`src/rtl/sobel_engine_param_if.sv`:
```
`default_nettype none
// ============================================================================
// Module      : sobel_engine_param_if
// Description : Control, picture-read and edge-write signals of the Sobel
//               engine, gathered into one bundle.
//               master : the engine (drives addresses, write strobe, status)
//               slave  : the surroundings (controller and the two BRAMs)
//   start       controller -> engine   one-cycle frame start pulse
//   mode        controller -> engine   0: Gx^2+Gy^2, 1: |Gx|+|Gy|
//   threshold   controller -> engine   magnitude threshold
//   busy, done  engine -> controller   frame status
//   pixel_data  picture BRAM -> engine read data {R,G,B}
//   pic_addr    engine -> picture BRAM read address
//   edge_we, edge_addr, edge_data      engine -> edge BRAM write port
// Revision    : 1.0 - initial release
// ============================================================================
interface sobel_engine_param_if #(
    parameter int CH_W   = 4,
    parameter int EDGE_W = 3,
    parameter int ADDR_W = 19
);
    logic                start;
    logic                mode;
    logic [2*CH_W+5:0]   threshold;
    logic                busy;
    logic                done;
    logic [3*CH_W-1:0]   pixel_data;
    logic [ADDR_W-1:0]   pic_addr;
    logic                edge_we;
    logic [ADDR_W-1:0]   edge_addr;
    logic [EDGE_W-1:0]   edge_data;

    modport master (
        input  start, mode, threshold, pixel_data,
        output busy, done, pic_addr, edge_we, edge_addr, edge_data
    );

    modport slave (
        output start, mode, threshold, pixel_data,
        input  busy, done, pic_addr, edge_we, edge_addr, edge_data
    );
endinterface
`default_nettype wire

```
`src/rtl/sobel_engine_param.sv`:
```
`default_nettype none
// ============================================================================
// Module      : sobel_engine_param
// Description : Parametrised Sobel edge pass. Reads RGB pixels from the
//               picture BRAM, converts them to grey, applies a 3x3 Sobel
//               operator to every interior pixel and writes one edge flag per
//               interior pixel to the edge BRAM, in raster order.
// Ports       : clk    system clock
//               rst_n  synchronous active-low reset
//               bus    sobel_engine_param_if.master (control, picture read,
//                      edge write)
// Revision    : 1.0 - initial release
// ============================================================================
module sobel_engine_param #(
    parameter int IMG_W  = 640,
    parameter int IMG_H  = 480,
    parameter int CH_W   = 4,
    parameter int RD_LAT = 2,
    parameter int MARGIN = 25,
    parameter int EDGE_W = 3,
    parameter int ADDR_W = 19
) (
    input wire logic               clk,
    input wire logic               rst_n,
    sobel_engine_param_if.master   bus
);
    localparam int c_GW = CH_W + 3;          // signed gradient width
    localparam int c_MW = 2 * CH_W + 6;      // magnitude / threshold width
    localparam int c_XW = $clog2(IMG_W + 1);
    localparam int c_YW = $clog2(IMG_H + 1);
    localparam int c_LW = $clog2(RD_LAT + 1);

    localparam logic [c_LW-1:0]   c_LAT_LAST = c_LW'(RD_LAT);
    localparam logic [c_XW-1:0]   c_X_LAST   = c_XW'(IMG_W - 2);
    localparam logic [c_YW-1:0]   c_Y_LAST   = c_YW'(IMG_H - 2);
    localparam logic [c_XW-1:0]   c_X_LO     = c_XW'(MARGIN);
    localparam logic [c_XW-1:0]   c_X_HI     = c_XW'(IMG_W - MARGIN);
    localparam logic [c_YW-1:0]   c_Y_LO     = c_YW'(MARGIN);
    localparam logic [c_YW-1:0]   c_Y_HI     = c_YW'(IMG_H - MARGIN);
    localparam logic [ADDR_W-1:0] c_IMG_W_A  = ADDR_W'(IMG_W);

    localparam logic [2:0] c_S_IDLE  = 3'd0;
    localparam logic [2:0] c_S_PRIME = 3'd1;
    localparam logic [2:0] c_S_CALC  = 3'd2;
    localparam logic [2:0] c_S_MAG   = 3'd3;
    localparam logic [2:0] c_S_WRITE = 3'd4;
    localparam logic [2:0] c_S_SHIFT = 3'd5;
    localparam logic [2:0] c_S_DONE  = 3'd6;

    logic [2:0]                     r_state;
    logic [2:0]                     w_next_state;
    logic [c_XW-1:0]                r_x;
    logic [c_YW-1:0]                r_y;
    logic [1:0]                     r_row;   // window row being read
    logic [1:0]                     r_col;   // column being read while priming
    logic [c_LW-1:0]                r_lat;   // cycles since the read was issued
    logic                           r_mode;
    logic [c_MW-1:0]                r_thr;
    logic [2:0][2:0][CH_W-1:0]      r_win;   // [row][col] grey window
    logic signed [c_GW-1:0]         r_gx;
    logic signed [c_GW-1:0]         r_gy;
    logic [c_MW-1:0]                r_mag;

    // ------------------------------------------------------------------
    // Read address: whole column 0..2 while priming, column x+2 on a shift.
    // The address is held for the full read so any BRAM latency up to
    // RD_LAT sees a stable address.
    // ------------------------------------------------------------------
    logic                  w_rd_cap;
    logic [c_XW-1:0]       w_rd_x;
    logic [c_YW-1:0]       w_rd_y;
    logic [ADDR_W-1:0]     w_rd_addr;

    assign w_rd_cap  = (r_lat == c_LAT_LAST);
    assign w_rd_x    = (r_state == c_S_SHIFT) ? (r_x + c_XW'(2)) : c_XW'(r_col);
    assign w_rd_y    = r_y - c_YW'(1) + c_YW'(r_row);
    assign w_rd_addr = ADDR_W'(w_rd_y) * c_IMG_W_A + ADDR_W'(w_rd_x);

    // ------------------------------------------------------------------
    // Grey conversion; the weights sum to 1 so the result fits CH_W bits.
    // ------------------------------------------------------------------
    logic [CH_W-1:0] w_r, w_g, w_b, w_grey;
    assign w_r    = bus.pixel_data[3*CH_W-1 -: CH_W];
    assign w_g    = bus.pixel_data[2*CH_W-1 -: CH_W];
    assign w_b    = bus.pixel_data[CH_W-1:0];
    assign w_grey = (w_r >> 2) + (w_g >> 1) + (w_g >> 3) + (w_b >> 3);

    // ------------------------------------------------------------------
    // Sobel gradients and magnitude
    // ------------------------------------------------------------------
    function automatic logic signed [c_GW-1:0] f_ext(input logic [CH_W-1:0] v);
        return $signed({3'b000, v});
    endfunction

    logic signed [c_GW-1:0] w_gx, w_gy;
    logic [c_GW-1:0]        w_ax, w_ay;
    logic [c_MW-1:0]        w_axe, w_aye, w_mag;

    always_comb begin
        w_gx = f_ext(r_win[0][0]) - f_ext(r_win[0][2])
             + (f_ext(r_win[1][0]) <<< 1) - (f_ext(r_win[1][2]) <<< 1)
             + f_ext(r_win[2][0]) - f_ext(r_win[2][2]);
        w_gy = f_ext(r_win[0][0]) + (f_ext(r_win[0][1]) <<< 1) + f_ext(r_win[0][2])
             - f_ext(r_win[2][0]) - (f_ext(r_win[2][1]) <<< 1) - f_ext(r_win[2][2]);
    end

    // |G| <= 4*(2^CH_W-1), so negating never overflows c_GW bits
    assign w_ax  = r_gx[c_GW-1] ? $unsigned(-r_gx) : $unsigned(r_gx);
    assign w_ay  = r_gy[c_GW-1] ? $unsigned(-r_gy) : $unsigned(r_gy);
    assign w_axe = c_MW'(w_ax);
    assign w_aye = c_MW'(w_ay);
    assign w_mag = r_mode ? (w_axe + w_aye) : (w_axe * w_axe + w_aye * w_aye);

    logic w_in_margin, w_edge;
    assign w_in_margin = (r_x < c_X_LO) || (r_x >= c_X_HI) ||
                         (r_y < c_Y_LO) || (r_y >= c_Y_HI);
    assign w_edge      = (r_mag > r_thr) && !w_in_margin;

    // ------------------------------------------------------------------
    // FSM: state register
    // ------------------------------------------------------------------
    always_ff @(posedge clk) begin
        if (!rst_n) begin
            r_state <= c_S_IDLE;
        end else begin
            r_state <= w_next_state;
        end
    end

    // ------------------------------------------------------------------
    // FSM: next state and outputs
    // ------------------------------------------------------------------
    logic                w_busy, w_done, w_edge_we;
    logic [ADDR_W-1:0]   w_pic_addr, w_edge_addr;
    logic [EDGE_W-1:0]   w_edge_data;

    always_comb begin
        w_next_state = r_state;
        w_busy       = 1'b0;
        w_done       = 1'b0;
        w_edge_we    = 1'b0;
        w_pic_addr   = '0;
        w_edge_addr  = '0;
        w_edge_data  = '0;
        case (r_state)
            c_S_IDLE: begin
                if (bus.start) w_next_state = c_S_PRIME;
            end
            c_S_DONE: begin
                w_done = 1'b1;
                if (bus.start) w_next_state = c_S_PRIME;
            end
            c_S_PRIME: begin
                w_busy     = 1'b1;
                w_pic_addr = w_rd_addr;
                if (w_rd_cap && r_row == 2'd2 && r_col == 2'd2) w_next_state = c_S_CALC;
            end
            c_S_SHIFT: begin
                w_busy     = 1'b1;
                w_pic_addr = w_rd_addr;
                if (w_rd_cap && r_row == 2'd2) w_next_state = c_S_CALC;
            end
            c_S_CALC: begin
                w_busy       = 1'b1;
                w_next_state = c_S_MAG;
            end
            c_S_MAG: begin
                w_busy       = 1'b1;
                w_next_state = c_S_WRITE;
            end
            c_S_WRITE: begin
                w_busy      = 1'b1;
                w_edge_we   = 1'b1;
                w_edge_addr = ADDR_W'(r_y) * c_IMG_W_A + ADDR_W'(r_x);
                w_edge_data = w_edge ? EDGE_W'(1'b1) : '0;
                if (r_x < c_X_LAST)      w_next_state = c_S_SHIFT;
                else if (r_y < c_Y_LAST) w_next_state = c_S_PRIME;
                else                     w_next_state = c_S_DONE;
            end
            default: w_next_state = c_S_IDLE;
        endcase
    end

    assign bus.busy      = w_busy;
    assign bus.done      = w_done;
    assign bus.pic_addr  = w_pic_addr;
    assign bus.edge_we   = w_edge_we;
    assign bus.edge_addr = w_edge_addr;
    assign bus.edge_data = w_edge_data;

    // ------------------------------------------------------------------
    // Datapath registers
    // ------------------------------------------------------------------
    always_ff @(posedge clk) begin
        if (!rst_n) begin
            r_x    <= '0;
            r_y    <= '0;
            r_row  <= '0;
            r_col  <= '0;
            r_lat  <= '0;
            r_mode <= 1'b0;
            r_thr  <= '0;
            r_win  <= '0;
            r_gx   <= '0;
            r_gy   <= '0;
            r_mag  <= '0;
        end else begin
            case (r_state)
                c_S_IDLE, c_S_DONE: begin
                    if (bus.start) begin
                        r_x    <= c_XW'(1);
                        r_y    <= c_YW'(1);
                        r_row  <= '0;
                        r_col  <= '0;
                        r_lat  <= '0;
                        r_mode <= bus.mode;
                        r_thr  <= bus.threshold;
                    end
                end
                c_S_PRIME, c_S_SHIFT: begin
                    if (w_rd_cap) begin
                        r_lat <= '0;
                        // Each captured pixel shifts its own row left once, so
                        // three columns fill the window when priming and one
                        // column slides it along on a shift.
                        for (int i = 0; i < 3; i++) begin
                            if (r_row == 2'(i)) begin
                                r_win[i][0] <= r_win[i][1];
                                r_win[i][1] <= r_win[i][2];
                                r_win[i][2] <= w_grey;
                            end
                        end
                        if (r_row == 2'd2) begin
                            r_row <= '0;
                            if (r_state == c_S_PRIME) begin
                                r_col <= (r_col == 2'd2) ? 2'd0 : r_col + 2'd1;
                            end else begin
                                r_x <= r_x + c_XW'(1);
                            end
                        end else begin
                            r_row <= r_row + 2'd1;
                        end
                    end else begin
                        r_lat <= r_lat + c_LW'(1);
                    end
                end
                c_S_CALC: begin
                    r_gx <= w_gx;
                    r_gy <= w_gy;
                end
                c_S_MAG: begin
                    r_mag <= w_mag;
                end
                c_S_WRITE: begin
                    if (!(r_x < c_X_LAST) && (r_y < c_Y_LAST)) begin
                        r_y <= r_y + c_YW'(1);
                        r_x <= c_XW'(1);
                    end
                end
                default: ;
            endcase
        end
    end
endmodule
`default_nettype wire
```
`src/flat_wrapper.sv`:
```
// flat-port wrapper written by rule: the top's interface ports become plain ports
module sobel_engine_param_flat 
#(
    parameter int IMG_W  = 640,
    parameter int IMG_H  = 480,
    parameter int CH_W   = 4,
    parameter int RD_LAT = 2,
    parameter int MARGIN = 25,
    parameter int EDGE_W = 3,
    parameter int ADDR_W = 19
)
  (clk, rst_n, bus_start, bus_mode, bus_threshold, bus_pixel_data, bus_busy, bus_done, bus_pic_addr, bus_edge_we, bus_edge_addr, bus_edge_data);
  sobel_engine_param_if #(.CH_W(CH_W), .EDGE_W(EDGE_W), .ADDR_W(ADDR_W)) bus_i ();
  input wire logic clk;
  input wire logic rst_n;
  input wire logic [$bits(bus_i.start)-1:0] bus_start;
  input wire logic [$bits(bus_i.mode)-1:0] bus_mode;
  input wire logic [$bits(bus_i.threshold)-1:0] bus_threshold;
  input wire logic [$bits(bus_i.pixel_data)-1:0] bus_pixel_data;
  output wire logic [$bits(bus_i.busy)-1:0] bus_busy;
  output wire logic [$bits(bus_i.done)-1:0] bus_done;
  output wire logic [$bits(bus_i.pic_addr)-1:0] bus_pic_addr;
  output wire logic [$bits(bus_i.edge_we)-1:0] bus_edge_we;
  output wire logic [$bits(bus_i.edge_addr)-1:0] bus_edge_addr;
  output wire logic [$bits(bus_i.edge_data)-1:0] bus_edge_data;
  assign bus_i.start = bus_start;
  assign bus_i.mode = bus_mode;
  assign bus_i.threshold = bus_threshold;
  assign bus_i.pixel_data = bus_pixel_data;
  assign bus_busy = bus_i.busy;
  assign bus_done = bus_i.done;
  assign bus_pic_addr = bus_i.pic_addr;
  assign bus_edge_we = bus_i.edge_we;
  assign bus_edge_addr = bus_i.edge_addr;
  assign bus_edge_data = bus_i.edge_data;
  sobel_engine_param #(.IMG_W(IMG_W), .IMG_H(IMG_H), .CH_W(CH_W), .RD_LAT(RD_LAT), .MARGIN(MARGIN), .EDGE_W(EDGE_W), .ADDR_W(ADDR_W)) u_core (.clk(clk), .rst_n(rst_n), .bus(bus_i));
endmodule
```
`config.mk`:
```
export PLATFORM = sky130hd
export DESIGN_NAME = sobel_engine_param_flat
export DESIGN_NICKNAME = d
export VERILOG_FILES = /design/src/rtl/sobel_engine_param_if.sv /design/src/rtl/sobel_engine_param.sv /design/src/flat_wrapper.sv
export SDC_FILE = /design/constraint.sdc
export NUM_CORES = 1
export LEC_CHECK = 0
export ABC_CLOCK_PERIOD_IN_PS = 15850
export CORE_ASPECT_RATIO = 0.9
export CORE_MARGIN = 8
export CORE_UTILIZATION = 55
export CTS_CLUSTER_DIAMETER = 40
export DETAILED_ROUTE_END_ITERATION = 16
export PLACE_DENSITY = 0.75
export SLEW_MARGIN = 20
export SYNTH_ARGS = -nofsm -noshare
export SYNTH_HDL_FRONTEND = slang
export SYNTH_SLANG_ARGS = --single-unit
```
`constraint.sdc`:
```
create_clock -name clk -period 15.85 [get_ports clk]
set_input_delay 1.585 -clock clk [delete_from_list [all_inputs] [get_ports clk]]
set_output_delay 1.585 -clock clk [all_outputs]
set_load 0.1 [all_outputs]
```
==> After elaboration in Yosys (flattened, before gate mapping) <==
Cells that the tools add are included.
{ "word_totals": {"reg_bits": 107, "out_inout_bits": 44, "inputBits": 30} }
{ "op_classes": {"order_cmp": 7, "reduce_logical": 27, "mux": 37, "eq_ne": 18, "n_mul": 4, "addsub": 27} }
{ "ops": {"columns": ["operator", "count"], "rows": [
  ["$mux W10", 6],
  ["$add A19 B10 Y19", 2],
  ["$mux W19", 2],
  ["$pmux W10 S3", 1],
  ["$mul A7 B7 Y14", 2],
  ["$mul A9 B3 Y12 const B", 2],
  ["$sub A7 B5 Y7", 3],
  ["$mux W3", 6],
  ["$mux W9", 2],
  ["$pmux W3 S6", 1],
  ["$pmux W9 S2", 1],
  ["$reduce_and A3 Y1", 6],
  ["$mux W2", 8],
  ["$add A14 B14 Y14", 1],
  ["$add A7 B5 Y7", 2],
  ["$gt A14 B14 Y1", 1],
  ["$mux W14", 1],
  ["$mux W7", 2],
  ["$neg A7 Y7", 2],
  ["$sub A7 B6 Y7", 2],
  ["$ne A2 B1 Y1 const B", 6],
  ["$pmux W2 S2", 3],
  ["$add A10 B1 Y10 const B", 1],
  ["$add A10 B2 Y10 const B", 1],
  ["35 further kinds", 56]
]} }

==> Longest topological paths before layout <==
{ "depth": {"depth_word": 8, "depth_mapped": 27} }

==> Worst setup path after synthesis <==
Ideal clock, no wire load.
{ "synth_path": {"kind": "register to output", "start": "register u_core.r_y[1]", "end": "output bus_pic_addr[17]", "path_stages_with_launch": 19, "t_arrival_ns": 5.009, "setup_slack_ns": 9.256, "n_path_buf": 0, "path_cell_list": "dfxtp_1 inv_1 ha_1 inv_1 ha_1 a21o_1 a211oi_1 nor3_1 o41ai_1 xnor2_1 inv_1 ha_1 ha_1 and3_1 a211o_1 a311oi_1 nor3_1 xnor3_1 nor2_1"} }
{ "synth_between": {"elab_chain_len": 5} }
{ "synth_lines": {"columns": ["item", "line", "rtl"], "rows": [
  ["from (decl)", "sobel_engine_param.sv:53", "logic [c_YW-1:0] r_y;"],
  ["from (signal assigned)", "sobel_engine_param.sv:212", "r_y <= c_YW'(1);"],
  ["from (signal assigned)", "sobel_engine_param.sv:256", "r_y <= r_y + c_YW'(1);"],
  ["$sub A9 B1 Y9", "sobel_engine_param.sv:76", "assign w_rd_y = r_y - c_YW'(1) + c_YW'(r_row);"],
  ["$add A9 B2 Y9", "sobel_engine_param.sv:76", null],
  ["$mul A9 B3 Y12", "sobel_engine_param.sv:77", "assign w_rd_addr = ADDR_W'(w_rd_y) * c_IMG_W_A + ADDR_W'(w_rd_x);"],
  ["$add A19 B10 Y19", "sobel_engine_param.sv:77", null],
  ["$mux W19", "sobel_engine_param.sv:145", "case (r_state)"],
  ["to (decl)", "flat_wrapper.sv:22", "output wire logic [$bits(bus_i.pic_addr)-1:0] bus_pic_addr;"]
]} }
Every way passes these cells.

==> Final worst setup path <==
Ends and elaborated chain as after synthesis.

==> results.yml <==
clocking:
  htree_levels: 3
  clkTransAtPathRegs_ns: 0.08
  cts_tree: "built"
  cts-resized-gates: 0
  clk_latency_ns: 0.36
  ctsHoldBuffers: 0
  clockBufferDepth: 2
  cts_sinks: 107
  cts_buffers: 9
  post_cts_buffers: 0
  cts-root-buf: "clkbuf_16"
critical_path:
  crit_arrival_ns: 5.90
  critical_path_class: "reg -> out"
  crit_required_ns: 14.27
  path_max_fanout: 7
  critical_path.startpoint_type: "flop"
  end_kind: "primary output"
routing:
  drt_iter0_drc: 397
  ant_nets: 0
  routed_via_density: 5.31
  routed_wl_um: 23400
  dr.pass1.iters: 5
  drc: 0
  vias: 8676
  wire_per_inst_um: 14.3
timing:
  skew_ns: 0.0130
  finalSetupViolations: 0
  slew_headroom_pct: 33.6
  period_share_pct: 47.2
  max_freq_mhz: 134
  tns_ns: 0
  hold_violations: 0
  drv_slew: 0
  worstMarginPinSlew_ns: 0.993
  fin_crit_ns: 7.49
  layout_setup_ws_ns: 8.36
  grt_setup_unrepaired: "false"
die:
  io_pins: 74
  dieArea_mm2: 0.0251
  die-width_um: 166
  core.rowCount: 49
  die_y_um: 151
  fp.coreArea_mm2: 0.0199
  start_util_pct: 56.0
synthesis:
  synthCells: 1331
  netlist.area_leader.share_pct: 19.2
  yosysTopAreaCell: "dfxtp_1"
  yosysUniqueCellTypes: 66
  ys_seq_area_share_pct: 19.2
  avgSynthCellArea_um2: 8.38
  synthTopCellsByArea: "dfxtp_1 (19%), ha_1 (18%), fa_1 (14%)"
  synth_area_mm2: 0.0111
  yosys_warnings: 0
  synth-seq-cells: 107
  async_flop_share_pct: 0
  ys.flop_type: "dfxtp_1"
  synth_edf_count: 0
run_status:
  outcome: "finished clean"
power_and_ir_drop:
  total_power_uw: 902
  p_seq_share_pct: 32.3
  comb_power_share_pct: 42.4
  p_per_area_mw_per_mm2: 73.3
  swShare_pct: 41.4
  vdd_drop_max_mv: 0.0823
  p_clk_share_pct: 25.3
  leakage_nw: 5.64
  power.internal_uw: 528
  switchingPower_uw: 374
layout:
  diodes: 0
  nets: 1645
  syn_to_final_growth_pct: 10.3
  drive_above_1_share_pct: 2.54
global_routing:
  gr-total-overflow: 0
  grt_pass1_vias: 8361
  grt_max_degree: 92
  antenna_found_initial: 0
  grt_usage_pct: 19.0
  grt_pass1_wl_um: 40000
place:
  io_buffers: 65
  place_ws_ns: 8.80
  globalplace.congestion: 0.853
  hpwlAfterDp_um: 18900
run:
  drv_cap: 0
hold_path:
  hp-class: "reg -> reg"
==> worst max-delay path: stages (launching register included) <==
cell,delay [ns]
dfxtp_1,0.53
inv_1,0.14
ha_1,0.29
inv_1,0.04
ha_1,0.22
a21o_1,0.20
a211oi_1,0.23
nor3_1,0.09
o41ai_1,0.31
xnor2_1,0.24
inv_1,0.08
ha_1,0.30
ha_1,0.38
and3_1,0.19
a211o_1,0.25
a311oi_1,0.49
nor3_1,0.11
xnor3_1,0.20
nor2_1,0.09
clkdlybuf4s50_1,1.15
==> power groups by stage <==
| stage | Sequential [mW] | Clock, mW | Combinational, mW |
|---|---|---|---|
| 6_report | 0.292 | 0.228 | 0.382 |
| 5_1_grt | 0.294 | 0.244 | 0.420 |
| 4_1_cts | 0.291 | 0.234 | 0.382 |
| 3_5_place_dp | 0.297 | 0 | 0.380 |
| 3_3_place_gp | 0.297 | 0 | 0.375 |
| 2_1_floorplan | 0.290 | 0 | 0.309 |
==> cells in the final DEF, fill, tap and decap left out, types with 5 or more instances in the layout <==
cell type	netlist	routed
nand2_1	154	154
a21o_1	20	20
xor2_1	34	34
conb_1	2	9
ha_1	162	162
and2_1	29	29
xnor2_1	62	62
a21oi_1	58	58
nor3_1	20	20
buf_4	3	6
inv_1	174	174
o21bai_1	17	17
o211a_1	11	11
o21ai_0	38	38
clkdlybuf4s50_1	0	64
clkbuf_16	0	9
nand4_1	11	11
a211oi_1	9	9
a21boi_0	44	44
nand3_1	23	23
nor2b_1	32	32
mux2i_1	11	11
nand2b_1	13	13
and3_1	5	5
fa_1	79	79
dfxtp_1	107	107
o21a_1	7	7
nor2_1	104	104
==> final timing paths <==
| kind | start | end | slack [ns] | cells past startpoint |
|---|---|---|---|---|
| worst min register to register | u_core.r_win[18] | u_core.r_win[18] | 0.47 | 2 |
| worst min-delay path | u_core.r_win[18] | u_core.r_win[18] | 0.47 | 2 |
| worst max-delay path | u_core.r_y[1] | bus_pic_addr[17] | 8.36 | 19 |
| worst max register to register | u_core.r_gx[0] | u_core.r_mag[13] | 8.97 | 21 |
==> kinds of logic after synthesis <==
family | count (synthesis) | share of synthesized area, %
xor gates and xnor gates | 99 | 8.09
and+or+nand+nor | 412 | 17.3
buffers and inverters | 221 | 7.62
DFF | 107 | 19.2
adders and majority gates | 241 | 32.4
other | 2 | 0.0674
AOI/OAI and AO/OA | 238 | 14.4
muxes | 11 | 0.988
==> cell usage after synthesis (all sizes together), types with 3 or more instances <==
library cell  number
buf               11
ha               162
o31ai              3
o211ai             4
o21bai            17
and3               5
a211oi             9
a31oi              4
a21boi            44
mux2i             11
o211a             11
nor3              21
nand3             23
xnor2             63
dfxtp            107
fa                79
and2              29
o21a               7
nor2             104
nand4             11
clkbuf            35
nor3b              3
nor4               4
a22o               4
nor2b             32
nand2            155
xor2              34
inv              174
a21oi             58
or3                3
nand2b            13
o21ai             41
a21o              20
==> area by class of cell <==
class	instances	area (um2)
Clock buffer	9	225
Clock inverter	7	78.8
Fill cell	1758	7630
Inverter	175	657
Multi-Input combinational cell	1010	8180
Sequential cell	107	2140
Tap cell	255	319
Timing Repair Buffer	71	691
==> registers in the layout, summed over array words and instances (netlist names) <==
signal	cells
u_core.r_lat	2
u_core.r_thr	14
u_core.r_gy	7
u_core.r_col	2
u_core.r_mode	1
u_core.r_mag	14
u_core.r_row	2
u_core.r_state	3
u_core.r_gx	7
u_core.r_y	9
u_core.r_x	10
u_core.r_win	36
==> stage by stage <==
| stage | hold WS (ns) | area (um2) | utilization (%) | instances |
|---|---|---|---|---|
| floorplan | 0.432 | 11200 | - | 1338 |
| global placement | 0.449 | 12000 | 60.2 | 1618 |
| detailed placement | 0.458 | 12000 | 60.2 | 1618 |
| CTS | 0.470 | 12300 | 61.7 | 1634 |
| global route | 0.486 | 12300 | 61.7 | 1634 |
| finish | 0.467 | 12300 | 61.7 | 1634 |
==> routing by layer <==
metal	GRT usage, %	share of wire [%]
met3	3.47	4.2
met4	3.86	1.0
met5	0	0
met2	30.5	44
met1	26.4	51
No activity file was read; power rests on OpenSTA's default activity.
==> edit 1, RTL diff (config.mk and constraints unchanged) <==
`ADDR_W` is set to 19 in 3 places; all go to 38.
--- a/src/rtl/sobel_engine_param_if.sv
+++ b/src/rtl/sobel_engine_param_if.sv
@@ -19,3 +19,3 @@
     parameter int EDGE_W = 3,
-    parameter int ADDR_W = 19
+    parameter int ADDR_W = 38
 );
--- a/src/rtl/sobel_engine_param.sv
+++ b/src/rtl/sobel_engine_param.sv
@@ -20,3 +20,3 @@
     parameter int EDGE_W = 3,
-    parameter int ADDR_W = 19
+    parameter int ADDR_W = 38
 ) (
--- a/src/flat_wrapper.sv
+++ b/src/flat_wrapper.sv
@@ -9,3 +9,3 @@
     parameter int EDGE_W = 3,
-    parameter int ADDR_W = 19
+    parameter int ADDR_W = 38
 )
Ports: changed (resized bus_edge_addr and bus_pic_addr); port bits go from 74 to 112. No check against the original RTL was run, so the function may have changed too.
==> edit 1 against the unedited design <==
  * Sequential cell count is the same
  * Cell area grew 1.7%
  * Synthesized area grew 3.2%
  * Non-clock buffer count shrank 1
  * Fmax grew 2.8%
  * Setup slack gained 0.21 ns
  * Power shrank 5.9%
  * Sequential share of layout area shrank 0.29 points
  * Sequential power shrank 2%
  * Largest power group unchanged
  * Synthesized cell count grew 6.2%
  * Die area grew 2.9%
  * Combinational power shrank 12%
  * Routed wire length grew 7.6%
==> edit 1: results (changes against the unedited design) <==
status: completed
initial antenna violation count: 0 (unchanged)
Worst-Margin Slew: 1.04 ns (+0.0449 ns)
hold depth: 2 (unchanged)
final hold slack: 0.455 ns (-0.0118 ns)
worst clock skew: 0.0225 ns (+0.00949 ns)
# H-tree levels: 3 (unchanged)
Synth Area in Compound Gates: 0.140 (-0.00357)
post-synthesis cell type count: 70 (+6.1%)
Worst path slowest cell: clkdlybuf4s50_1
first-pass GRT wire length: 42400 um (+6.0%)
vias in the first global route: 9015 (+7.8%)
Final GP Congestion: 0.882 (+3.5%)
drt pass-1 iters: 5 (unchanged)
post_cts resized: 0 (unchanged)
final worst-path cycle share: 0.459 (-0.0130)
mux contribution to synthesized area: 0.0122 (+0.00231)
gate family responsible for the most delay along the worst path: adder cells
Synth Area in Adders: 0.314 (-0.0100)
pre-CTS setup slack: 8.95 ns (+0.143 ns)
reg2reg setup slack: 9.14 ns (+0.17 ns)
worst min-delay path class: flop to flop
CP arrival: 5.70 ns (-0.20 ns)
Synth Area per Inst: 8.14 um2 (-2.8%)
Pleak: 5.65 nW (about the same)
I/O Buffers: 65 (unchanged)
post-CTS setup buffers: 0 (unchanged)
Worst Path Max Fanout: 10 (+3)
n_diodes: 0 (unchanged)
Reg clk slew, reported paths: 0.08 ns (about the same)
deepest clock path buffer count: 2 (unchanged)
reg2reg end: u_core.r_mag[9]$_SDFFE_PN0P_
clock root buffer: clkbuf_16
worst skew pair latency: 0.36 ns (about the same)
Via Count: 9235 (+6.4%)
WHS Endpoint: u_core.r_win[12]$_SDFFE_PN0P_
proportion of layout cells with a drive suffix above 1: 0.0233 (-0.00208)
top post-synthesis cells by area: dfxtp_1 19%, ha_1 18%, fa_1 14%, inv_1 5.5%, nand2_1 5.3%
largest net degree at the start of global routing: 42 (-54%)
worst reg2reg path depth: 25 (+19%)
Inst Count DP: 1703 (+5.3%)
all-layer global routing usage: 0.195 (+0.00496)
Top Registers: u_core.r_win x36, u_core.r_mag x14, u_core.r_thr x14
Post-synth top cells: 170 x inv_1, 162 x ha_1, 161 x nand2_1
Post-Synth XOR/XNOR Area: 0.0690 (-0.0120)
dpl hpwl: 20400 um (+7.9%)
hold path start: u_core.r_win[16]$_SDFFE_PN0P_
Worst VDD drop: 58.3 uV (-29%)
ys async rst share: 0 (unchanged)
routed len/inst: 14.6 um (+2.3%)
Seq/Total Area, Yosys: 0.186 (-0.00593)
fillers: 1867 (+6.2%)
DR iter-0 viols: 473 (+19%)
CTS buffer count: 9 (unchanged)
CP peak stage delay: 1.16 ns
final wirelength: 25200 um (+7.6%)
Yosys warning count: 0 (unchanged)
placed inst area: 12200 um2 (+1.8%)
Reg-to-Reg Start: u_core.r_gy[0]$_SDFFE_PN0P_
edit 1: changes by cell type after synthesis, sizes merged, moves of 11 or more:
cell	change
nor2	+29
buf	+36
a21oi	+42
a21boi	-41
a211oi	+11
nor2b	-16
edit 1: layout make-up:
type / instances / area [um2] / share of cell area
clock buffer: 9 / 225 / 0.0180
clock inverter: 7 / 67.6 / 0.00540
sequential: 107 / 2140 / 0.171
multi-input combinational: 1095 / 8410 / 0.673
inverter: 171 / 642 / 0.0513
timing repair buffer: 70 / 688 / 0.0550
tap: 260 / 325 / 0.0260
edit 1: worst max path at each step:
stage | cells past startpoint | endpoint | start
6_report | 20 | bus_pic_addr[17] | u_core.r_y[1]$_SDFFE_PN0P_
2_1_floorplan | 19 | bus_pic_addr[18] | u_core.r_y[1]$_SDFFE_PN0P_
3_3_place_gp | 20 | bus_pic_addr[18] | u_core.r_y[1]$_SDFFE_PN0P_
4_1_cts | 20 | bus_pic_addr[18] | u_core.r_y[1]$_SDFFE_PN0P_
5_1_grt | 20 | bus_pic_addr[18] | u_core.r_y[1]$_SDFFE_PN0P_
3_5_place_dp | 20 | bus_pic_addr[18] | u_core.r_y[1]$_SDFFE_PN0P_
edit 1: report_power, final:
| part | switching (mW) | internal (mW) | leakage [nW] |
|---|---|---|---|
| combinational | 0.232 | 0.105 | 4.64 |
| sequential | 0.0104 | 0.276 | 0.865 |
| clock | 0.115 | 0.111 | 0.139 |
edit 1: layer usage:
layer,vias to the layer above,share of wire,GRT usage
met1,4327,0.49,0.263
met3,30,0.042,0.0332
li1,4697,-,-
met5,-,0,0
met2,181,0.45,0.318
met4,0,0.014,0.0493
==> edit 2, RTL diff (same flow settings) <==
Made on the original files. Reset style: asynchronous (`rst_n`), changed in 2 clocked blocks. Comments in the files are not updated.
--- a/src/rtl/sobel_engine_param.sv
+++ b/src/rtl/sobel_engine_param.sv
@@ -121,3 +121,3 @@
     // ------------------------------------------------------------------
-    always_ff @(posedge clk) begin
+    always_ff @(posedge clk or negedge rst_n) begin
         if (!rst_n) begin
@@ -193,3 +193,3 @@
     // ------------------------------------------------------------------
-    always_ff @(posedge clk) begin
+    always_ff @(posedge clk or negedge rst_n) begin
         if (!rst_n) begin
Check against the original RTL: differs if rst_n is asserted again (counterexample within 4 cycles, from zero or initial values and one cycle with rst_n low); with rst_n held inactive, the same outputs for 10 cycles.
==> edit 2 against the unedited design <==
  * Routed wire length grew 2.7%
  * Count of clock-buffer cells in the layout is the same
  * Setup slack better by 0.15 ns
  * Sequential share of layout area increased by 3.9 points
  * Sequential cell count unchanged
  * Cell area increased by 2.1%
  * Cell count is 4.6% lower
  * Critical path depth grew 6
  * Highest routed layer unchanged
  * Synthesized area grew 1.6%
  * Critical path type is now flop to flop
  * Fmax rose by 2.0%
  * Global-route usage is 0.36 points higher
Power is not shown: default switching activity piles up to over one toggle a cycle in this logic, so the estimate is an artifact.
==> edit 2: results (changes against the unedited design) <==
status: completed
worst clock skew: 0.0108 ns (-0.00222 ns)
DR iter-0 viols: 443 (+12%)
Seq/Total Area, Yosys: 0.236 (+0.0443)
max_slew headroom: 0.327 (-0.00869)
post-synthesis cell type count: 70 (+6.1%)
Yosys warning count: 0 (unchanged)
I/O Buffers: 65 (unchanged)
initial antenna violation count: 0 (unchanged)
first-pass GRT wire length: 41400 um (+3.5%)
top post-synthesis cells by area: dfrtp_1 24%, ha_1 18%, fa_1 14%, inv_1 5.6%, xnor2_1 4.2%
CP peak stage delay: 0.67 ns (-0.48 ns)
Reg clk slew, reported paths: 0.09 ns
hold path start: u_core.r_mag[9]$_DFFE_PN0P_
ys async rst share: 1.00 (+1.00)
hold depth: 2 (unchanged)
deepest clock path buffer count: 2 (unchanged)
Layout Nets: 1570 (-4.6%)
post_cts resized: 0 (unchanged)
Worst path slowest cell: nor4b_2
number of synthesized flops with an enable pin: 0 (unchanged)
critical path class: flop to flop
Post-synth top cells: 170 x inv_1, 162 x ha_1, 107 x dfrtp_1
fillers: 1719 (-2.2%)
# H-tree levels: 3 (unchanged)
dpl hpwl: 19000 um (+0.63%)
via/cell ratio: 5.46 (+2.9%)
worst reg2reg path depth: 25 (+19%)
proportion of layout cells with a drive suffix above 1: 0.0529 (+0.0275)
final hold slack: 0.495 ns (+0.0273 ns)
Worst Path Max Fanout: 9 (+2)
worst min-delay path class: flop to flop
total grt overflow: 0 (unchanged)
drt pass-1 iters: 5 (unchanged)
all-layer global routing usage: 0.194 (+0.00358)
Reg-to-Reg Start: u_core.r_gy[0]$_DFFE_PN0P_
CTS buffer count: 9 (unchanged)
Top Registers: u_core.r_win x36, u_core.r_mag x14, u_core.r_thr x14
largest net degree at the start of global routing: 76 (-17%)
worst skew pair latency: 0.37 ns
Final GP Congestion: 0.870 (+2.1%)
setup slack after layout: 8.51 ns (+0.149 ns)
final wirelength: 24000 um (+2.7%)
post-CTS setup buffers: 0 (unchanged)
n_diodes: 0 (unchanged)
vias in the first global route: 8670 (+3.7%)
clock root buffer: clkbuf_16
[edit 2: logic make-up (layout without fill, tap and decap cells)]
| kind of cell | after synthesis | count (layout) | share of synthesized area |
|---|---|---|---|
| and+or+nand+nor | 333 | 333 | 0.138 |
| adders and majority gates | 241 | 241 | 0.319 |
| AOI/OAI and AO/OA | 232 | 232 | 0.135 |
| buffers and inverters | 208 | 261 | 0.0706 |
| DFF | 107 | 107 | 0.236 |
| xor gates and xnor gates | 89 | 89 | 0.0695 |
| muxes | 32 | 32 | 0.0313 |
| other | 2 | 9 | 0.000663 |
[edit 2: area by class of cell]
class,instances,area share
clock inverters,7,0.00687
well taps,255,0.0254
clock buffers,9,0.0179
repair buffers,73,0.0580
inverters,172,0.0514
flip-flops and latches,107,0.213
multi-input cells,936,0.627
[edit 2: worst max-delay path: cells and delay by family (launching register included)]
family,cells,cell delay (ns)
AOI/OAI and AO/OA,4,0.90
xor gates and xnor gates,2,0.30
adders and majority gates,8,3.50
buffers and inverters,7,0.62
DFF,1,0.53
and+or+nand+nor,4,1.36
[edit 2: path summary, 6_finish.rpt]
check,to
worst max-delay path,u_core.r_mag[13]$_DFFE_PN0P_
worst min-delay path,u_core.r_mag[9]$_DFFE_PN0P_
worst max register to register,u_core.r_mag[13]$_DFFE_PN0P_
worst min register to register,u_core.r_mag[9]$_DFFE_PN0P_
max in group asynchronous,u_core.r_gy[6]$_DFFE_PN0P_
min in group asynchronous,u_core.r_mode$_DFFE_PN0P_
[edit 2: routing by layer]
metal	share of wire	track usage	vias to the layer above
li1	-	-	4227
met5	0	0	-
met3	0.039	0.0262	19
met4	0.0089	0.0382	0
met1	0.49	0.271	4126
met2	0.46	0.317	143
[edit 2: metrics by stage]
stage,instance area (um2),cells
6_report,12600,1559
5_1_grt,12600,1559
4_1_cts,12500,1558
3_5_place_dp,12200,1542
3_3_place_gp,12200,1542
2_1_floorplan,11300,1251
